## src/rtl/serial_add_pkg.sv

```systemverilog
// rtl/serial_add_pkg.sv - shared types and constants for the bit-serial adder controller
package serial_add_pkg;

    typedef enum logic [1:0] {
        IDLE = 2'd0,
        RUN  = 2'd1,
        DONE = 2'd2
    } serial_add_state_t;

    localparam int SERIAL_ADD_WIDTH_DEF = 8;

    // Bit counter width; a single-bit operand still needs a one-bit counter.
    function automatic int serial_add_cnt_width(input int width);
        return (width > 1) ? $clog2(width) : 1;
    endfunction

endpackage

```

## src/rtl/serial_add_ctrl_if.sv

```systemverilog
// rtl/serial_add_ctrl_if.sv - operand/result handshake bundle; optional sub via SERIAL_ADD_SUB_EN
interface serial_add_ctrl_if #(
    parameter int WIDTH = serial_add_pkg::SERIAL_ADD_WIDTH_DEF
);
    logic             in_valid;
    logic             in_ready;
    logic [WIDTH-1:0] a;
    logic [WIDTH-1:0] b;
    logic             cin;
`ifdef SERIAL_ADD_SUB_EN
    logic             sub;
`endif
    logic             out_valid;
    logic             out_ready;
    logic [WIDTH-1:0] sum;
    logic             cout;
    logic             busy;

`ifdef SERIAL_ADD_SUB_EN
    modport master (
        output in_valid, a, b, cin, sub, out_ready,
        input  in_ready, out_valid, sum, cout, busy
    );

    modport slave (
        input  in_valid, a, b, cin, sub, out_ready,
        output in_ready, out_valid, sum, cout, busy
    );
`else
    modport master (
        output in_valid, a, b, cin, out_ready,
        input  in_ready, out_valid, sum, cout, busy
    );

    modport slave (
        input  in_valid, a, b, cin, out_ready,
        output in_ready, out_valid, sum, cout, busy
    );
`endif

endinterface

```

## src/rtl/full_adder.sv

```systemverilog
// rtl/full_adder.sv - single-bit combinational full adder cell
module full_adder (
    input  logic i_a,
    input  logic i_b,
    input  logic i_cin,
    output logic o_s,
    output logic o_c
);

    assign o_s = i_a ^ i_b ^ i_cin;
    assign o_c = (i_a & i_b) | (i_a & i_cin) | (i_b & i_cin);

endmodule

```

## src/rtl/serial_add_ctrl.sv

```systemverilog
// rtl/serial_add_ctrl.sv - bit-serial adder sequencing one full_adder LSB-first; SERIAL_ADD_SUB_EN adds A-B
module serial_add_ctrl
    import serial_add_pkg::*;
#(
    parameter int WIDTH = SERIAL_ADD_WIDTH_DEF
) (
    input  logic                clk,
    input  logic                rst,
    serial_add_ctrl_if.slave    bus
);

    localparam int                CNT_W    = serial_add_cnt_width(WIDTH);
    localparam logic [CNT_W-1:0]  CNT_LAST = CNT_W'(WIDTH - 1);

    serial_add_state_t  r_state;
    logic [WIDTH-1:0]   r_a_sr;
    logic [WIDTH-1:0]   r_b_sr;
    logic [WIDTH-1:0]   r_sum_sr;
    logic               r_carry;
    logic [CNT_W-1:0]   r_cnt;
    logic               r_in_ready;
    logic               r_out_valid;
    logic               r_busy;

    logic               w_s;
    logic               w_c;
    logic [WIDTH-1:0]   w_b_load;
    logic               w_c_load;
    logic [WIDTH-1:0]   w_sum_next;

    // Subtraction is A + ~B + 1, so the carry-in is forced and cout reads as "no borrow".
`ifdef SERIAL_ADD_SUB_EN
    assign w_b_load = bus.sub ? ~bus.b : bus.b;
    assign w_c_load = bus.sub ? 1'b1 : bus.cin;
`else
    assign w_b_load = bus.b;
    assign w_c_load = bus.cin;
`endif

    always_comb begin
        w_sum_next            = r_sum_sr >> 1;
        w_sum_next[WIDTH-1]   = w_s;
    end

    full_adder u_full_adder (
        .i_a   (r_a_sr[0]),
        .i_b   (r_b_sr[0]),
        .i_cin (r_carry),
        .o_s   (w_s),
        .o_c   (w_c)
    );

    always_ff @(posedge clk) begin
        if (rst) begin
            r_state     <= IDLE;
            r_a_sr      <= '0;
            r_b_sr      <= '0;
            r_sum_sr    <= '0;
            r_carry     <= 1'b0;
            r_cnt       <= '0;
            r_in_ready  <= 1'b0;
            r_out_valid <= 1'b0;
            r_busy      <= 1'b0;
        end else begin
            case (r_state)
                IDLE: begin
                    r_in_ready <= 1'b1;
                    if (bus.in_valid && r_in_ready) begin
                        r_a_sr     <= bus.a;
                        r_b_sr     <= w_b_load;
                        r_carry    <= w_c_load;
                        r_cnt      <= '0;
                        r_in_ready <= 1'b0;
                        r_busy     <= 1'b1;
                        r_state    <= RUN;
                    end
                end
                RUN: begin
                    r_sum_sr <= w_sum_next;
                    r_carry  <= w_c;
                    r_a_sr   <= r_a_sr >> 1;
                    r_b_sr   <= r_b_sr >> 1;
                    r_cnt    <= r_cnt + 1'b1;
                    if (r_cnt == CNT_LAST) begin
                        r_out_valid <= 1'b1;
                        r_state     <= DONE;
                    end
                end
                DONE: begin
                    // in_ready goes high on the same edge so the IDLE cycle can accept.
                    if (r_out_valid && bus.out_ready) begin
                        r_out_valid <= 1'b0;
                        r_busy      <= 1'b0;
                        r_in_ready  <= 1'b1;
                        r_state     <= IDLE;
                    end
                end
                default: begin
                    r_in_ready  <= 1'b0;
                    r_out_valid <= 1'b0;
                    r_busy      <= 1'b0;
                    r_state     <= IDLE;
                end
            endcase
        end
    end

    assign bus.in_ready  = r_in_ready;
    assign bus.out_valid = r_out_valid;
    assign bus.busy      = r_busy;
    assign bus.sum       = r_sum_sr;
    assign bus.cout      = r_carry;

endmodule
```

## src/flat_wrapper.sv

```systemverilog
// flat-port wrapper written by rule: the top's interface ports become plain ports
module serial_add_ctrl_flat import serial_add_pkg::*;
#(
    parameter int WIDTH = SERIAL_ADD_WIDTH_DEF
)
  (clk, rst, bus_in_valid, bus_a, bus_b, bus_cin, bus_out_ready, bus_in_ready, bus_out_valid, bus_sum, bus_cout, bus_busy);
  serial_add_ctrl_if #(.WIDTH(WIDTH)) bus_i ();
  input  logic clk;
  input  logic rst;
  input wire logic [$bits(bus_i.in_valid)-1:0] bus_in_valid;
  input wire logic [$bits(bus_i.a)-1:0] bus_a;
  input wire logic [$bits(bus_i.b)-1:0] bus_b;
  input wire logic [$bits(bus_i.cin)-1:0] bus_cin;
  input wire logic [$bits(bus_i.out_ready)-1:0] bus_out_ready;
  output wire logic [$bits(bus_i.in_ready)-1:0] bus_in_ready;
  output wire logic [$bits(bus_i.out_valid)-1:0] bus_out_valid;
  output wire logic [$bits(bus_i.sum)-1:0] bus_sum;
  output wire logic [$bits(bus_i.cout)-1:0] bus_cout;
  output wire logic [$bits(bus_i.busy)-1:0] bus_busy;
  assign bus_i.in_valid = bus_in_valid;
  assign bus_i.a = bus_a;
  assign bus_i.b = bus_b;
  assign bus_i.cin = bus_cin;
  assign bus_i.out_ready = bus_out_ready;
  assign bus_in_ready = bus_i.in_ready;
  assign bus_out_valid = bus_i.out_valid;
  assign bus_sum = bus_i.sum;
  assign bus_cout = bus_i.cout;
  assign bus_busy = bus_i.busy;
  serial_add_ctrl #(.WIDTH(WIDTH)) u_core (.clk(clk), .rst(rst), .bus(bus_i));
endmodule
```

## config.mk

```make
export PLATFORM = sky130hd
export DESIGN_NAME = serial_add_ctrl_flat
export DESIGN_NICKNAME = d
export VERILOG_FILES = /design/src/rtl/serial_add_pkg.sv /design/src/rtl/serial_add_ctrl_if.sv /design/src/rtl/full_adder.sv /design/src/rtl/serial_add_ctrl.sv /design/src/flat_wrapper.sv
export SDC_FILE = /design/constraint.sdc
export NUM_CORES = 1
export LEC_CHECK = 0
export CELL_PAD_IN_SITES_DETAIL_PLACEMENT = 0
export CELL_PAD_IN_SITES_GLOBAL_PLACEMENT = 1
export CORE_MARGIN = 2
export CORE_UTILIZATION = 43
export CTS_BUF_LIST = sky130_fd_sc_hd__clkbuf_8
export DETAILED_ROUTE_END_ITERATION = 16
export PLACE_DENSITY_LB_ADDON = 0.08
export SYNTH_ARGS = -nofsm -noshare
export SYNTH_HDL_FRONTEND = slang
export SYNTH_SLANG_ARGS = --single-unit
```

## constraint.sdc

```tcl
create_clock -name clk -period 4.4 [get_ports clk]
set_clock_uncertainty 0.05 [all_clocks]
set_input_delay 0.44 -clock clk [delete_from_list [all_inputs] [get_ports clk]]
set_output_delay 0.44 -clock clk [all_outputs]
set_load 0.01 [all_outputs]
```

---- Yosys cells after proc, flatten, opt, wreduce, memory -nomap -nowiden ----
Cells that the tools add are included.
cells by class
  add/sub/neg operators ................... 1
  multipliers ............................. 0
  div/mod/pow operators ................... 0
  order comparisons ....................... 0
  eq/ne operators ......................... 6
  shift operators ......................... 0
  multiplexer cells ....................... 20
  bitwise gates (word level) .............. 9
  reduce and logical (&&, ||, !) cells .... 9
operator list
  kind                                                                     number
  8-bit one-hot mux with 2 select lines                                    2
  8-bit 2-to-1 mux                                                         2
  1-bit one-hot mux with 3 select lines                                    3
  3-bit AND reduction                                                      3
  1-bit 2-to-1 mux                                                         6
  2-bit 2-to-1 mux                                                         3
  2-bit by 1-bit inequality test with 1-bit output, second input constant  3
  2-bit one-hot mux with 3 select lines                                    1
  3-bit one-hot mux with 2 select lines                                    1
  2-bit AND reduction                                                      2
  3-bit by 1-bit adder with 3-bit output, second input constant            1
  1-bit bitwise AND                                                        3
  3-bit == test, second input constant                                     1
  3-bit 2-to-1 mux                                                         1
  2-bit by 1-bit == test with 1-bit output, second input constant          1
  2-bit == test, second input constant                                     1
  1-bit logical AND                                                        2
  2-bit zero test                                                          1
  1-bit NOT                                                                2
  1-bit bitwise OR                                                         2
  1-bit one-hot mux with 2 select lines                                    1
  2-bit nonzero test                                                       1
  1-bit bitwise XOR                                                        2
storage, ports and cells
  register bits ........................... 33
  latch bits .............................. 0
  RAM bits ................................ 0
  ROM bits ................................ 0
  bits of input ports ..................... 21
  output and inout bits ................... 12
  word-level logic and storage cells ...... 54
  memories ................................ 0

---- Logic depth before layout (Yosys ltp) ----
Gate-level depths: netlist (run 1).
  word-level depth ........................ 4
  depth in mapped cells ................... 5
  depth with buffers taken out ............ 5

---- Hierarchy ----
Synthesis (run 1) repeated with hierarchy kept, for this count alone.
unflattened totals
  cells, all modules ...................... 154
  area total of the unflattened synthesis .. 1,555.2 µm²
modules (own cells, without submodules)
  module           times used  cells an instance  area an instance (µm²)  seq. area each (µm²)
  serial_add_ctrl  1           153                1,535.2                 660.6
  full_adder       1           1                  20.0                    0.0

---- Worst setup path after synthesis (run 1) ----
Ideal clock, no wire load.
  path kind ............................... flip-flop to flip-flop
  start point ............................. register u_core.r_state[1]
  end point ............................... register u_core.r_a_sr[0]
  library setup time ...................... 0.122 ns
  arrival ................................. 1.282 ns
  data required time ...................... 4.228 ns
  setup slack ............................. 2.946 ns
  stages on the path, launching flop included .. 6
  buffers on the path ..................... 2
  clock period less this slack ............ 1.454 ns
  path through ............................ dfxtp_1 buf_6 nand2b_4 buf_6 mux2_4 o311a_1
between the ends
  word-level cells in the longest chain between the ends .. 3
  elaborated cells on any way between the ends .. 6
  classes of those cells .................. eq/ne: 2; mux: 1; reduce/logical: 3
RTL lines
  item                                                                                              line                   RTL
  start: declaration                                                                                serial_add_ctrl.sv:15  serial_add_state_t r_state;
  start signal: assignment                                                                          serial_add_ctrl.sv:55  r_state <= IDLE;
  start signal: assignment                                                                          serial_add_ctrl.sv:75  r_state <= RUN;
  start signal: assignment                                                                          serial_add_ctrl.sv:86  r_state <= DONE;
  2-bit zero test or 2-bit by 1-bit == test with 1-bit output (tied branches)                       serial_add_ctrl.sv:65  case (r_state)
  2-bit by 1-bit inequality test with 1-bit output (no line) or 2-bit nonzero test (tied branches)  -
  2-bit AND reduction (no line)                                                                     -
  end signal: assignment                                                                            serial_add_ctrl.sv:69  r_a_sr <= bus.a;
  end signal: assignment                                                                            serial_add_ctrl.sv:81  r_a_sr <= r_a_sr >> 1;
  end: declaration                                                                                  serial_add_ctrl.sv:16  logic [WIDTH-1:0] r_a_sr;
Several ways; a longest one is shown, not always the timed one.
A chain may end at the register's enable or synchronous reset.

==> run metrics, run 1 <==
status finished clean; # IOs 33; YS warnings 0; GP Congestion 0.650; Pleak 0.798 nW; first-pass GRT wire length approximately 5500 um; Worst Tran Pin Value 0.631 ns; placed instance count 228; Synth top cells by count 33 x dfxtp_1, 24 x nand2_1, 15 x a21oi_1, 15 x o21bai_1, 15 x o311a_1; Final Cycle Share 0.431; Slew HR 0.578; Final ANT Viol Nets 0; Via Count 1272; per-cell routed wire length 13.6 um; worst reg2reg path depth 4; final hold vios 0; IO Port Bufs 32; Mapped Nets 184; Clock Path Buffers 2; maximum vdd drop approximately 0.21 mV; leading area contributor after synthesis dfxtp_1; Resize count post-CTS 0; multi-input logic area 857 um^2; synthesized instance count 160; H-tree lvl count 2; crit path to u_core.r_cnt[0]; postcts setup bufs 0; antenna violations before repair 0; final slew viol count 0; R2R Path End u_core.bus.cout; Hold/Removal Path Class reg -> reg; Worst-path clk slew 0.06 ns; Nets 211; number of global-route vias before repair about 1.2k; ys flop type dfxtp_1; chip width 65.1 um; Cell variety after synth 26; ant diodes 0; HPWL Detailed 2080 um; via/cell ratio 5.39; Synth Area per Inst 10.0 um^2; total die area between 0.004 and 0.005 mm^2; gr ovfl total 0; final setup TNS 0 ns; Initial DRC Count 122; setup violators final 0; Finished Layout Cells 236; Mapped Area 0.00160 mm^2; clk sinks 33; unrepaired setup endpoints after global routing no; root buf cell clkbuf_8; Clock Latency Late Sink 0.28 ns; critical path launch point rst; Yosys reg bits 33; endpoint class of the critical path flip-flop; maximum clock frequency 0.527 GHz; max-cap violations 0; Pre-Repair DR Iteration Count 4; layout cells sized above 1 0.144; hold path depth 2; FFs w/ async S/R, synth 0; die height roughly 65 um; most frequent cell after synthesis dfxtp_1; filler cell count about 340; area delta synth->final 25.3%; PD cells roughly 330 mW/mm^2; largest net degree at the start of global routing 46; r2r setup slk 2.61 ns; WS Path Type in -> reg; worst path required time 4.55 ns; Worst Path Max Fanout 18; sequential element share of the synthesized area 0.412; Core Rows 22; final wirelength 3210 um; Util after Layout 0.553; share of the synthesized area in the top cell type 0.412; Post-synth EDFFs 0; CTS buffer count 5; Reg-to-Reg Start u_core.r_state[0]; Core Box Area 0.00363 mm^2; Pwr Total between 0.6 and 0.7 mW; # hold bufs at CTS 0; Initial Util 0.441; top area cells in the synthesized netlist dfxtp_1 41%, mux2_4 11%, o311a_1 9.4%, o21bai_1 7.0%, nand2_1 5.6%; overall global routing resource usage 0.170; FF/Latch Area 661 um^2; # DRC 0; CTS tree done; post-layout min period 1.90 ns; crit path launch type input pin; critical path arrival 2.05 ns
metal layers:
metal / share of wire / vias up / global-route usage
li1: - / 643 / -
met1: 0.48 / 592 / 0.211
met2: 0.44 / 29 / 0.274
met3: 0.060 / 8 / 0.0521
met4: 0.017 / 0 / 0.0703
met5: 0 / - / 0
cells in the final DEF, fill, tap and decap left out, types with 2 or more instances in the layout:
cell type        synthesis  routed
a21oi_1                 15      14
a31oi_1                  3       3
buf_4                    0       3
clkbuf_8                 0       5
clkdlybuf4s50_1          0      32
dfxtp_1                 33      33
ha_1                     2       2
inv_1                    2       5
mux2_2                   4       4
mux2_4                  12      12
nand2_1                 24      24
nand2b_1                 2       2
nand3b_1                 4       4
nor2_1                   2       2
o21ai_0                  3       3
o21bai_1                15      15
o311a_1                 15      15
kinds of logic after synthesis:
logic type | count (synthesis) | share of synthesized area
muxes | 16 | 0.141
buffers and inverters | 17 | 0.0554
and+or+nand+nor | 38 | 0.119
adders and majority gates | 3 | 0.0281
AOI/OAI and AO/OA | 53 | 0.244
DFF | 33 | 0.412
flip-flops by register name (all words and copies together) (netlist names):
signal                count
u_core.r_b_sr             8
u_core.bus.out_valid      1
u_core.r_cnt              3
u_core.r_state            2
u_core.bus.cout           1
u_core.r_a_sr             8
u_core.bus.busy           1
u_core.bus.in_ready       1
u_core.bus.sum            8
stage by stage:
stage                     setup slack [ns]  instance area (um^2)  hold slack, ns
final                                 2.50                  2010           0.406
after global routing                  2.32                  2010           0.439
after CTS                             2.51                  2010           0.410
after detailed placement              2.21                  1930           0.401
after global placement                2.24                  1930           0.394
after floorplan                       2.95                  1600           0.379
worst max-delay path: stages:
cell             delay, ns
clkdlybuf4s50_1       0.73
inv_1                 0.54
o21ai_0               0.16
a21oi_1               0.18
area by class of cell:
type,count,area share
multi-input cells,110,0.427
clock inverters,3,0.00561
flip-flops and latches,33,0.329
inverters,2,0.00374
well taps,48,0.0299
repair buffers,35,0.171
clock buffers,5,0.0343
power breakdown:
| group | switching [mW] | internal, mW | total [mW] |
|---|---|---|---|
| clock | 0.102 | 0.105 | 0.208 |
| combinational | 0.0495 | 0.0753 | 0.125 |
| sequential | 0.0163 | 0.321 | 0.337 |
how the worst min path moves through the flow:
| stage | startpoint | endpoint | slack, ns |
|---|---|---|---|
| floorplan | u_core.r_cnt[0] | u_core.r_cnt[0] | 0.38 |
| global placement | u_core.bus.sum[0] | u_core.bus.sum[0] | 0.39 |
| detailed placement | u_core.bus.sum[0] | u_core.bus.sum[0] | 0.40 |
| CTS | u_core.bus.sum[0] | u_core.bus.sum[0] | 0.41 |
| global route | u_core.bus.sum[4] | u_core.bus.sum[3] | 0.44 |
| finish | u_core.bus.sum[0] | u_core.bus.sum[0] | 0.41 |
Power figures use the tool's default switching activity.
==> run 2, diff against run 1 <==
--- a/config.mk
+++ b/config.mk
@@ -8,7 +8,7 @@
 export CELL_PAD_IN_SITES_DETAIL_PLACEMENT = 0
 export CELL_PAD_IN_SITES_GLOBAL_PLACEMENT = 1
 export CORE_MARGIN = 2
-export CORE_UTILIZATION = 43
+export CORE_UTILIZATION = 36
 export CTS_BUF_LIST = sky130_fd_sc_hd__clkbuf_8
 export DETAILED_ROUTE_END_ITERATION = 16
 export PLACE_DENSITY_LB_ADDON = 0.08
==> constraint.sdc (replaced) <==
create_clock -name clk -period 1.7 [get_ports clk]
set_clock_uncertainty 0.05 [all_clocks]
set_input_delay 0.17 -clock clk [delete_from_list [all_inputs] [get_ports clk]]
set_output_delay 0.17 -clock clk [all_outputs]
set_load 0.01 [all_outputs]
==> run metrics, run 2 (synthesized netlist as in run 1, its figures left out) <==
IO Port Bufs 32; H-tree lvl count 2; maximum vdd drop 0.395 mV; final hold vios 0; filler cell count about 430; Worst Path Max Fanout 15; via/cell ratio 5.29; root buf cell clkbuf_8; chip width 70.7 um; antenna violations before repair 0; Pwr Total around 1.8 mW; Resize count post-CTS 0; layout cells sized above 1 0.181; unrepaired setup endpoints after global routing no; Nets 216; Initial DRC Count 69; status finished clean; met2 WL 1590 um; Worst Tran Pin Value 0.533 ns; final wirelength roughly 3300 um; final slew viol count 0; WL met1 1530 um; HPWL Detailed 2180 um; PD cells roughly 870 mW/mm^2; post-layout min period 1.52 ns; Reg-to-Reg Start u_core.r_state[1]; area delta synth->final 29.1%; Core Box Area 0.00432 mm^2; final setup TNS 0 ns; Via Count between 1k and 1.5k; CTS buffer count 5; Final ANT Viol Nets 0; Pre-Repair DR Iteration Count 4; slowest CP cell dfxtp_1; critical path arrival around 1.7 ns; max-cap violations 0; CTS tree done; Initial Util 0.371; worst reg2reg path depth 3; maximum clock frequency 0.658 GHz; GP Congestion between 0.7 and 0.8; Hold/Removal Path Class reg -> reg; worst-path cell chain nand2b_4 > mux2_2 > o311a_1; r2r setup slk 0.18 ns; most common cell after layout, fill and taps aside dfxtp_1; Pleak 0.819 nW; Worst-path clk slew around 0.070 ns; die height 70.7 um; gr ovfl total 0; postcts setup bufs 0; crit path launch type flip-flop; WHS Endpoint u_core.bus.sum[0]; number of global-route vias before repair ~1.2k; Clock Path Buffers 2; commonest non-fill, non-tap cells in the layout 33 x dfxtp_1, 32 x clkdlybuf4s50_1, 24 x nand2_1, 15 x o21bai_1, 15 x o311a_1; ant diodes 0; Clock Latency Late Sink 0.29 ns; met3 WL post-DR 153 um; worst path required time 1.83 ns; per-cell routed wire length 13.5 um; FF/Latch Area 661 um^2; first-pass GRT wire length 5840 um; setup violators final 0; overall global routing resource usage 0.145; clk sinks 33; # hold bufs at CTS 0; # DRC 0; hold path depth 2; R2R Path End u_core.r_b_sr[0]; multi-input logic area around 860 um^2; Top Metal Used met4; total die area 0.00500 mm^2; WS Path Type reg -> reg; hold wc startpoint u_core.bus.sum[0]; # IOs 33; largest net degree at the start of global routing 34; Final Cycle Share 0.894; Core Rows 24; endpoint class of the critical path flip-flop; Worst path max stage delay 0.38 ns; Slew HR 0.644
-- run 2: cell types whose count changed in the layout (fill, tap and decap cells not counted) --
cell / previous run / this run
buf_12: 0 / 1
buf_4: 3 / 7
clkinv_2: 0 / 2
clkinvlp_4: 0 / 1
inv_1: 5 / 2
-- run 2: area by class of cell --
cell class	count	share of cell area
flip-flops and latches	33	0.319
well taps	52	0.0314
repair buffers	40	0.190
clock inverters	3	0.00846
clock buffers	5	0.0333
multi-input cells	110	0.414
inverters	2	0.00363
-- run 2: worst max path at each step --
stage | startpoint | endpoint | slack (ns) | cells past startpoint
2_1_floorplan | u_core.r_state[1] | u_core.r_a_sr[0] | 0.25 | 5
3_3_place_gp | bus_in_valid | u_core.r_a_sr[7] | 0.05 | 5
3_5_place_dp | bus_in_valid | u_core.r_a_sr[7] | 0.006 | 5
4_1_cts | u_core.r_state[1] | u_core.r_b_sr[0] | 0.15 | 3
5_1_grt | u_core.r_state[1] | u_core.r_b_sr[0] | 0.08 | 3
6_report | u_core.r_state[1] | u_core.r_b_sr[0] | 0.18 | 3
-- run 2: report_power, final --
| group | switching (mW) | internal [mW] | leakage, nW |
|---|---|---|---|
| logic | 0.135 | 0.211 | 0.505 |
| registers | 0.0377 | 0.829 | 0.270 |
| clock network | 0.310 | 0.283 | 0.0439 |
| total | 0.483 | 1.32 | 0.819 |
-- run 2: stage by stage --
stage / hold slack (ns) / std cells / util / cell area (um^2) / worst slack, ns
after floorplan: 0.312 / 160 / - / 1600 / 0.246
after global placement: 0.392 / 237 / 0.459 / 1980 / 0.0494
final: 0.408 / 245 / 0.479 / 2070 / 0.180
after detailed placement: 0.405 / 237 / 0.459 / 1980 / 0.00597
after global routing: 0.434 / 245 / 0.479 / 2070 / 0.0840
after CTS: 0.416 / 245 / 0.479 / 2070 / 0.149
-- run 2: critical path: cells and delay by family, from the launching register on --
kind	cells	cell delay (ns)
muxes	1	0.37
and+or+nand+nor	1	0.32
DFF	1	0.38
AOI/OAI and AO/OA	1	0.29
-- run 2: per-layer routing --
layer | vias up | GRT usage
met4 | 0 | 0.0650
met5 | - | 0
li1 | 650 | -
met2 | 27 | 0.235
met3 | 4 | 0.0385
met1 | 614 | 0.181
